<file path="src/rtl/dac_channel_scheduler_pkg.sv">
// +----------------------------------------------------------------------+
// | dac_sched_pkg: shared types, field widths and word packing for the    |
// | DAC channel scheduler.                          Revision: 1.0         |
// +----------------------------------------------------------------------+
`default_nettype none

package dac_sched_pkg;

  localparam int NREQ   = 4;
  localparam int PTR_W  = $clog2(NREQ);
  localparam int CMD_W  = 4;
  localparam int CHAN_W = 4;
  localparam int CODE_W = 16;
  localparam int PAD_W  = 8;
  localparam int WORD_W = CMD_W + CHAN_W + CODE_W + PAD_W;

  localparam logic [CMD_W-1:0] CMD_WR_UPD_DEF = 4'h3;
  localparam logic [CMD_W-1:0] CMD_BCAST      = 4'hA;

  typedef enum logic [1:0] {
    ST_IDLE      = 2'd0,
    ST_ISSUE     = 2'd1,
    ST_WAIT_ACK  = 2'd2,
    ST_WAIT_DONE = 2'd3
  } state_t;

  function automatic logic [WORD_W-1:0] pack_word(
    input logic [CMD_W-1:0]  cmd,
    input logic [CHAN_W-1:0] chan,
    input logic [CODE_W-1:0] code
  );
    return {cmd, chan, code, {PAD_W{1'b0}}};
  endfunction

  function automatic logic [PTR_W-1:0] onehot_to_idx(input logic [NREQ-1:0] oh);
    logic [PTR_W-1:0] idx;
    idx = '0;
    for (int i = 0; i < NREQ; i++) begin
      if (oh[i]) idx = idx | PTR_W'(i);
    end
    return idx;
  endfunction

endpackage

`default_nettype wire

</file>
<file path="src/rtl/dac_channel_scheduler_if.sv">
// +----------------------------------------------------------------------+
// | dac_sched_if: requester and SPI-driver side signals of the scheduler; |
// | broadcast signals exist only with DAC_SCHED_BROADCAST_EN. Rev: 1.0    |
// +----------------------------------------------------------------------+
`default_nettype none

interface dac_sched_if import dac_sched_pkg::*; ();

  logic [NREQ-1:0]        i_req;
  logic [NREQ*CHAN_W-1:0] i_chan;
  logic [NREQ*CODE_W-1:0] i_code;
  logic [NREQ-1:0]        o_grant;
  logic [WORD_W-1:0]      o_DAC_DATA;
  logic                   o_DataValid;
  logic                   i_drv_ready;
  logic                   o_busy;
`ifdef DAC_SCHED_BROADCAST_EN
  logic                   i_bcast_req;
  logic [CODE_W-1:0]      i_bcast_code;
  logic                   o_bcast_ack;
`endif

  modport master (
    output i_req, i_chan, i_code, i_drv_ready,
`ifdef DAC_SCHED_BROADCAST_EN
    output i_bcast_req, i_bcast_code,
    input  o_bcast_ack,
`endif
    input  o_grant, o_DAC_DATA, o_DataValid, o_busy
  );

  modport slave (
    input  i_req, i_chan, i_code, i_drv_ready,
`ifdef DAC_SCHED_BROADCAST_EN
    input  i_bcast_req, i_bcast_code,
    output o_bcast_ack,
`endif
    output o_grant, o_DAC_DATA, o_DataValid, o_busy
  );

endinterface

`default_nettype wire

</file>
<file path="src/rtl/dac_channel_scheduler_arbiter.sv">
// +----------------------------------------------------------------------+
// | dac_rr_arbiter: combinational round-robin pick starting at pointer.   |
// |                                                 Revision: 1.0         |
// +----------------------------------------------------------------------+
`default_nettype none

module dac_rr_arbiter import dac_sched_pkg::*; (
  input  logic [NREQ-1:0]  req,
  input  logic [PTR_W-1:0] pointer,
  output logic [NREQ-1:0]  grant,
  output logic             valid
);

  logic [PTR_W-1:0] idx;

  // NREQ is a power of two, so pointer+i wraps naturally in PTR_W bits
  always_comb begin
    grant = '0;
    valid = 1'b0;
    idx   = '0;
    for (int i = 0; i < NREQ; i++) begin
      idx = pointer + PTR_W'(i);
      if (!valid && req[idx]) begin
        grant[idx] = 1'b1;
        valid      = 1'b1;
      end
    end
  end

endmodule

`default_nettype wire

</file>
<file path="src/rtl/dac_channel_scheduler.sv">
// +----------------------------------------------------------------------+
// | dac_channel_scheduler: round-robin DAC word scheduler feeding an SPI  |
// | byte driver; optional broadcast via DAC_SCHED_BROADCAST_EN. Rev: 1.0  |
// +----------------------------------------------------------------------+
`default_nettype none

module dac_channel_scheduler import dac_sched_pkg::*; #(
  parameter int               ACK_TIMEOUT = 8,
  parameter logic [CMD_W-1:0] CMD_WR_UPD  = CMD_WR_UPD_DEF
) (
  input  logic      i_FPGA_clk,
  input  logic      i_FPGA_rst,
  dac_sched_if.slave bus
);

  localparam int CNT_W = (ACK_TIMEOUT > 1) ? $clog2(ACK_TIMEOUT) : 1;
  localparam logic [CNT_W-1:0] CNT_LAST = CNT_W'(ACK_TIMEOUT - 1);

  state_t            state;
  logic [PTR_W-1:0]  pointer;
  logic [CNT_W-1:0]  ack_cnt;
  logic [NREQ-1:0]   grant;
  logic [WORD_W-1:0] dac_data;
  logic              data_valid;
  logic              busy;

  logic [NREQ-1:0]   rr_grant;
  logic              rr_valid;
  logic [PTR_W-1:0]  win_idx;
  logic [CHAN_W-1:0] win_chan;
  logic [CODE_W-1:0] win_code;

  dac_rr_arbiter u_arb (
    .req     (bus.i_req),
    .pointer (pointer),
    .grant   (rr_grant),
    .valid   (rr_valid)
  );

  always_comb begin
    win_idx  = onehot_to_idx(rr_grant);
    win_chan = bus.i_chan[win_idx*CHAN_W +: CHAN_W];
    win_code = bus.i_code[win_idx*CODE_W +: CODE_W];
  end

`ifdef DAC_SCHED_BROADCAST_EN
  logic bcast_ack;
`endif

  always_ff @(posedge i_FPGA_clk or negedge i_FPGA_rst) begin
    if (!i_FPGA_rst) begin
      state      <= ST_IDLE;
      pointer    <= '0;
      ack_cnt    <= '0;
      grant      <= '0;
      dac_data   <= '0;
      data_valid <= 1'b0;
      busy       <= 1'b0;
`ifdef DAC_SCHED_BROADCAST_EN
      bcast_ack  <= 1'b0;
`endif
    end else begin
      grant      <= '0;
      data_valid <= 1'b0;
`ifdef DAC_SCHED_BROADCAST_EN
      bcast_ack  <= 1'b0;
`endif
      case (state)
        ST_IDLE: begin
          if (bus.i_drv_ready) begin
`ifdef DAC_SCHED_BROADCAST_EN
            // Broadcast pre-empts the ring and leaves the pointer alone
            if (bus.i_bcast_req) begin
              dac_data   <= pack_word(CMD_BCAST, '0, bus.i_bcast_code);
              bcast_ack  <= 1'b1;
              data_valid <= 1'b1;
              busy       <= 1'b1;
              state      <= ST_ISSUE;
            end else
`endif
            if (rr_valid) begin
              dac_data   <= pack_word(CMD_WR_UPD, win_chan, win_code);
              grant      <= rr_grant;
              pointer    <= win_idx + PTR_W'(1);
              data_valid <= 1'b1;
              busy       <= 1'b1;
              state      <= ST_ISSUE;
            end
          end
        end
        ST_ISSUE: begin
          ack_cnt <= '0;
          state   <= ST_WAIT_ACK;
        end
        ST_WAIT_ACK: begin
          if (!bus.i_drv_ready) begin
            state <= ST_WAIT_DONE;
          end else if (ack_cnt == CNT_LAST) begin
            // Driver never took the word: re-strobe the same latched word
            ack_cnt    <= '0;
            data_valid <= 1'b1;
            state      <= ST_ISSUE;
          end else begin
            ack_cnt <= ack_cnt + CNT_W'(1);
          end
        end
        ST_WAIT_DONE: begin
          if (bus.i_drv_ready) begin
            busy  <= 1'b0;
            state <= ST_IDLE;
          end
        end
        default: begin
          busy  <= 1'b0;
          state <= ST_IDLE;
        end
      endcase
    end
  end

  assign bus.o_grant     = grant;
  assign bus.o_DAC_DATA  = dac_data;
  assign bus.o_DataValid = data_valid;
  assign bus.o_busy      = busy;
`ifdef DAC_SCHED_BROADCAST_EN
  assign bus.o_bcast_ack = bcast_ack;
`endif

endmodule

`default_nettype wire

</file>
<file path="src/flat_wrapper.sv">
// flat-port wrapper written by rule: the top's interface ports become plain ports
module dac_channel_scheduler_flat import dac_sched_pkg::*;
#(
  parameter int               ACK_TIMEOUT = 8,
  parameter logic [CMD_W-1:0] CMD_WR_UPD  = CMD_WR_UPD_DEF
)
  (i_FPGA_clk, i_FPGA_rst, bus_i_req, bus_i_chan, bus_i_code, bus_i_drv_ready, bus_o_grant, bus_o_DAC_DATA, bus_o_DataValid, bus_o_busy);
  dac_sched_if bus_i ();
  input  logic i_FPGA_clk;
  input  logic i_FPGA_rst;
  input wire logic [$bits(bus_i.i_req)-1:0] bus_i_req;
  input wire logic [$bits(bus_i.i_chan)-1:0] bus_i_chan;
  input wire logic [$bits(bus_i.i_code)-1:0] bus_i_code;
  input wire logic [$bits(bus_i.i_drv_ready)-1:0] bus_i_drv_ready;
  output wire logic [$bits(bus_i.o_grant)-1:0] bus_o_grant;
  output wire logic [$bits(bus_i.o_DAC_DATA)-1:0] bus_o_DAC_DATA;
  output wire logic [$bits(bus_i.o_DataValid)-1:0] bus_o_DataValid;
  output wire logic [$bits(bus_i.o_busy)-1:0] bus_o_busy;
  assign bus_i.i_req = bus_i_req;
  assign bus_i.i_chan = bus_i_chan;
  assign bus_i.i_code = bus_i_code;
  assign bus_i.i_drv_ready = bus_i_drv_ready;
  assign bus_o_grant = bus_i.o_grant;
  assign bus_o_DAC_DATA = bus_i.o_DAC_DATA;
  assign bus_o_DataValid = bus_i.o_DataValid;
  assign bus_o_busy = bus_i.o_busy;
  dac_channel_scheduler #(.ACK_TIMEOUT(ACK_TIMEOUT), .CMD_WR_UPD(CMD_WR_UPD)) u_core (.i_FPGA_clk(i_FPGA_clk), .i_FPGA_rst(i_FPGA_rst), .bus(bus_i));
endmodule
</file>
<file path="config.mk">
export PLATFORM = sky130hd
export DESIGN_NAME = dac_channel_scheduler_flat
export DESIGN_NICKNAME = d
export VERILOG_FILES = /design/src/rtl/dac_channel_scheduler_pkg.sv /design/src/rtl/dac_channel_scheduler_if.sv /design/src/rtl/dac_channel_scheduler_arbiter.sv /design/src/rtl/dac_channel_scheduler.sv /design/src/flat_wrapper.sv
export SDC_FILE = /design/constraint.sdc
export NUM_CORES = 1
export LEC_CHECK = 0
export BUFFER_PORTS_ARGS = -buffer_cell sky130_fd_sc_hd__clkbuf_2
export CAP_MARGIN = 30
export CORE_MARGIN = 3
export CORE_UTILIZATION = 45
export CTS_BUF_LIST = sky130_fd_sc_hd__clkbuf_2 sky130_fd_sc_hd__clkbuf_4 sky130_fd_sc_hd__clkbuf_8
export CTS_CLUSTER_DIAMETER = 120
export CTS_CLUSTER_SIZE = 16
export DETAILED_ROUTE_END_ITERATION = 12
export GPL_TIMING_DRIVEN = 0
export PLACE_DENSITY = 0.8
export SYNTH_ARGS = -nofsm -noshare
export SYNTH_HDL_FRONTEND = slang
export SYNTH_SLANG_ARGS = --single-unit
</file>
<file path="constraint.sdc">
create_clock -name i_FPGA_clk -period 7.3 [get_ports i_FPGA_clk]
set_clock_uncertainty 0.05 [all_clocks]
set_input_delay 0.73 -clock i_FPGA_clk [delete_from_list [all_inputs] [get_ports i_FPGA_clk]]
set_output_delay 0.73 -clock i_FPGA_clk [all_outputs]
set_load 0.01 [all_outputs]
</file>
==> impl_metrics.json <==
{
  "clkSlewWorstSetupHoldPaths_ns": 0.08,
  "cts_num_sinks": 34,
  "synth_most_common_cell": "mux2i_1",
  "hold_buffers": 0,
  "die_area_um2": 6150,
  "path_max_fanout": 10,
  "slowest_delay_ns": 0.63,
  "ant_nets": 0,
  "wirelength_um": 5980,
  "max_freq_mhz": 302,
  "cts_setup_buffers": 0,
  "rows": 25,
  "syn_area_um2": 2360,
  "worst_r2r_path_depth": 9,
  "hold_start": "u_core.bus.o_DAC_DATA[23]",
  "clock_latency_ns": 0.28,
  "rsz0062_at_grt": "no",
  "worst_setup_path_end_kind": "flip-flop",
  "rr_endpoint": "u_core.bus.o_DAC_DATA[18]",
  "die_y_um": 78.4,
  "outcome": "finished clean",
  "ys_ff_latch": 34,
  "path_cells": "inv_1 -> ha_1 -> mux4_2 -> nor4_1 -> or3_1 -> clkbuf_1 -> nand2b_1 -> buf_2 -> o221ai_1",
  "setup_viol": 0,
  "antenna_found_initial": 0,
  "required_ns": 7.39,
  "rrSetupSlack_ns": 3.99,
  "critPathArrivalTime_ns": 3.40,
  "post-route-period-util": 0.453,
  "first_global_vias": 2123,
  "portBuffers": 114,
  "place_ws_ns": 3.97,
  "dr.pass1.iters": 4,
  "fin_nets": 449,
  "synthTopCellsByArea": "dfrtp_1 (36%), mux2i_1 (17%), o221ai_2 (6.4%)",
  "syn_area_per_cell_um2": 10.5,
  "initial_core_util": 0.484,
  "ys_types": 34,
  "cts_inserted_buffers": 5,
  "synth_top_cell_by_area": "dfrtp_1",
  "io-pin-count": 125,
  "track_usage": 0.196,
  "fillCellCount": 424,
  "critPathSlowestCell": "mux4_2",
  "cts_tree": "built",
  "drive_gt1_frac": 0.459,
  "r2r_start": "u_core.pointer[1]",
  "drv_cap": 0,
  "drt_iter0_markers": 87,
  "hold_path_depth": 2,
  "htree_num_levels": 2,
  "p_leak_nw": 1.66,
  "cts_root_buf": "clkbuf_8",
  "path_class": "reg -> reg",
  "grt_pass1_wl_um": 9670,
  "p_total_mw": 1.21,
  "finalHoldViolations": 0,
  "async_flop_share": 1.00,
  "fin_ws_ns": 3.99,
  "synthToLayoutAreaGrowth_pct": 33.2,
  "max-vdd-ir-drop_mv": 0.192,
  "dpl.hpwl_um": 4770,
  "synth_commonest_cells": "mux2i_1 (40), dfrtp_1 (34), nand2_1 (27)",
  "fp.dieW_um": 78.4,
  "yosysSeqAreaShare": 0.360,
  "dr_total_vias": 2132,
  "synth_top_area_frac": 0.360,
  "hold_path_class": "reg -> reg",
  "diodes": 0,
  "wire_per_inst_um": 14.2,
  "coreArea_um2": 4880,
  "syn_inst": 224,
  "ys_warn_count": 0,
  "start_kind": "flip-flop",
  "finalCriticalPeriod_ns": 3.31,
  "grt_start_max_net_pins": 35,
  "setup_tns_ns": 0,
  "finalMaxSlewViolations": 0,
  "synth_enable_flop_cells": 0,
  "power_density_nw_per_um2": 385,
  "via_per_inst": 5.05,
  "remaining_drc_errors": 0,
  "slew_headroom": 0.449,
  "grt-ovfl-total": 0,
  "clk_path_buf_depth": 2,
  "tightest_slew_ns": 0.827,
  "globalplace.congestion": 0.745,
  "synthFlopType": "dfrtp_1",
  "cts-resized-gates": 0,
  "min_to": "u_core.bus.o_DAC_DATA[23]"
}
==> routing by layer <==
metal,track usage,vias up,part of all wire
met1,0.226,973,0.40
met5,0,-,0
met2,0.354,92,0.51
met4,0.0490,0,0.0032
met3,0.0585,2,0.083
li1,-,1065,-
==> flip-flops by register name, summed over array words and instances (netlist names) <==
name and count:
u_core.bus.o_DAC_DATA 21, u_core.bus.o_grant 4, u_core.ack_cnt 3, u_core.pointer 2, u_core.state 2, u_core.bus.o_DataValid 1
u_core.bus.o_busy 1
==> cell families after synthesis <==
kind of cell               Yosys count  share of synthesized area
AOI/OAI and AO/OA                   46                      0.167
xor gates and xnor gates             1                    0.00371
adders and majority gates            8                     0.0424
buffers and inverters               31                     0.0864
DFF                                 34                      0.360
muxes                               44                      0.208
other                                1                    0.00159
and+or+nand+nor                     59                      0.130
==> worst max path at each step <==
stage	from	end	slack, ns
2_1_floorplan	u_core.pointer[0]	u_core.bus.o_DAC_DATA[18]	4.42
3_3_place_gp	u_core.pointer[0]	u_core.bus.o_DAC_DATA[18]	4.07
3_5_place_dp	u_core.pointer[0]	u_core.bus.o_DAC_DATA[18]	3.97
4_1_cts	u_core.pointer[0]	u_core.bus.o_DAC_DATA[17]	3.95
5_1_grt	u_core.pointer[0]	u_core.pointer[0]	3.71
6_report	u_core.pointer[1]	u_core.bus.o_DAC_DATA[18]	3.99
==> critical path: cells and delay by family (launching register included) <==
| kind | cells | cell delay [ns] |
|---|---|---|
| AND/OR/NAND/NOR | 3 | 0.86 |
| buffers and inverters | 3 | 0.59 |
| flip-flops | 1 | 0.51 |
| adder cells (fa/ha/maj) | 1 | 0.35 |
| AO/OA/AOI/OAI | 1 | 0.18 |
| multiplexers | 1 | 0.63 |
==> per-stage QoR <==
step / instance area (um^2) / utilization / hold slack [ns] / cells
final: 3140 / 0.644 / 0.441 / 422
after global routing: 3140 / 0.644 / 0.473 / 422
after CTS: 3140 / 0.644 / 0.446 / 422
after detailed placement: 3050 / 0.625 / 0.430 / 414
after global placement: 3050 / 0.625 / 0.420 / 414
after floorplan: 2390 / - / 0.384 / 233
==> cell type report <==
cell class / count / area, um^2 / area share
Inverter: 5 / 18.8 / 0.00597
Tap cell: 67 / 83.8 / 0.0267
Clock inverter: 2 / 12.5 / 0.00398
Multi-Input combinational cell: 168 / 1340 / 0.426
Clock buffer: 6 / 82.6 / 0.0263
Sequential cell: 34 / 851 / 0.271
Timing Repair Buffer: 114 / 571 / 0.181
Buffer: 26 / 185 / 0.0589
==> power by group <==
group / switching, mW / total (mW) / internal (mW)
registers: 0.0541 / 0.318 / 0.263
logic: 0.392 / 0.746 / 0.354
clock network: 0.0714 / 0.147 / 0.0758
==> cells in the final DEF (no fill, tap or decap), drive strengths merged, types with 2 or more instances in the layout <==
| cell type | n |
|---|---|
| a22o | 3 |
| clkbuf | 123 |
| a31oi | 2 |
| o21a | 2 |
| nand2b | 3 |
| inv | 5 |
| nor2 | 7 |
| buf | 23 |
| conb | 10 |
| mux2i | 40 |
| mux4 | 4 |
| a21oi | 10 |
| o21ai | 6 |
| o221ai | 20 |
| nor2b | 7 |
| dfrtp | 34 |
| nand3b | 4 |
| nand2 | 29 |
| nand3 | 3 |
| ha | 8 |
No activity file was read; power rests on OpenSTA's default activity.
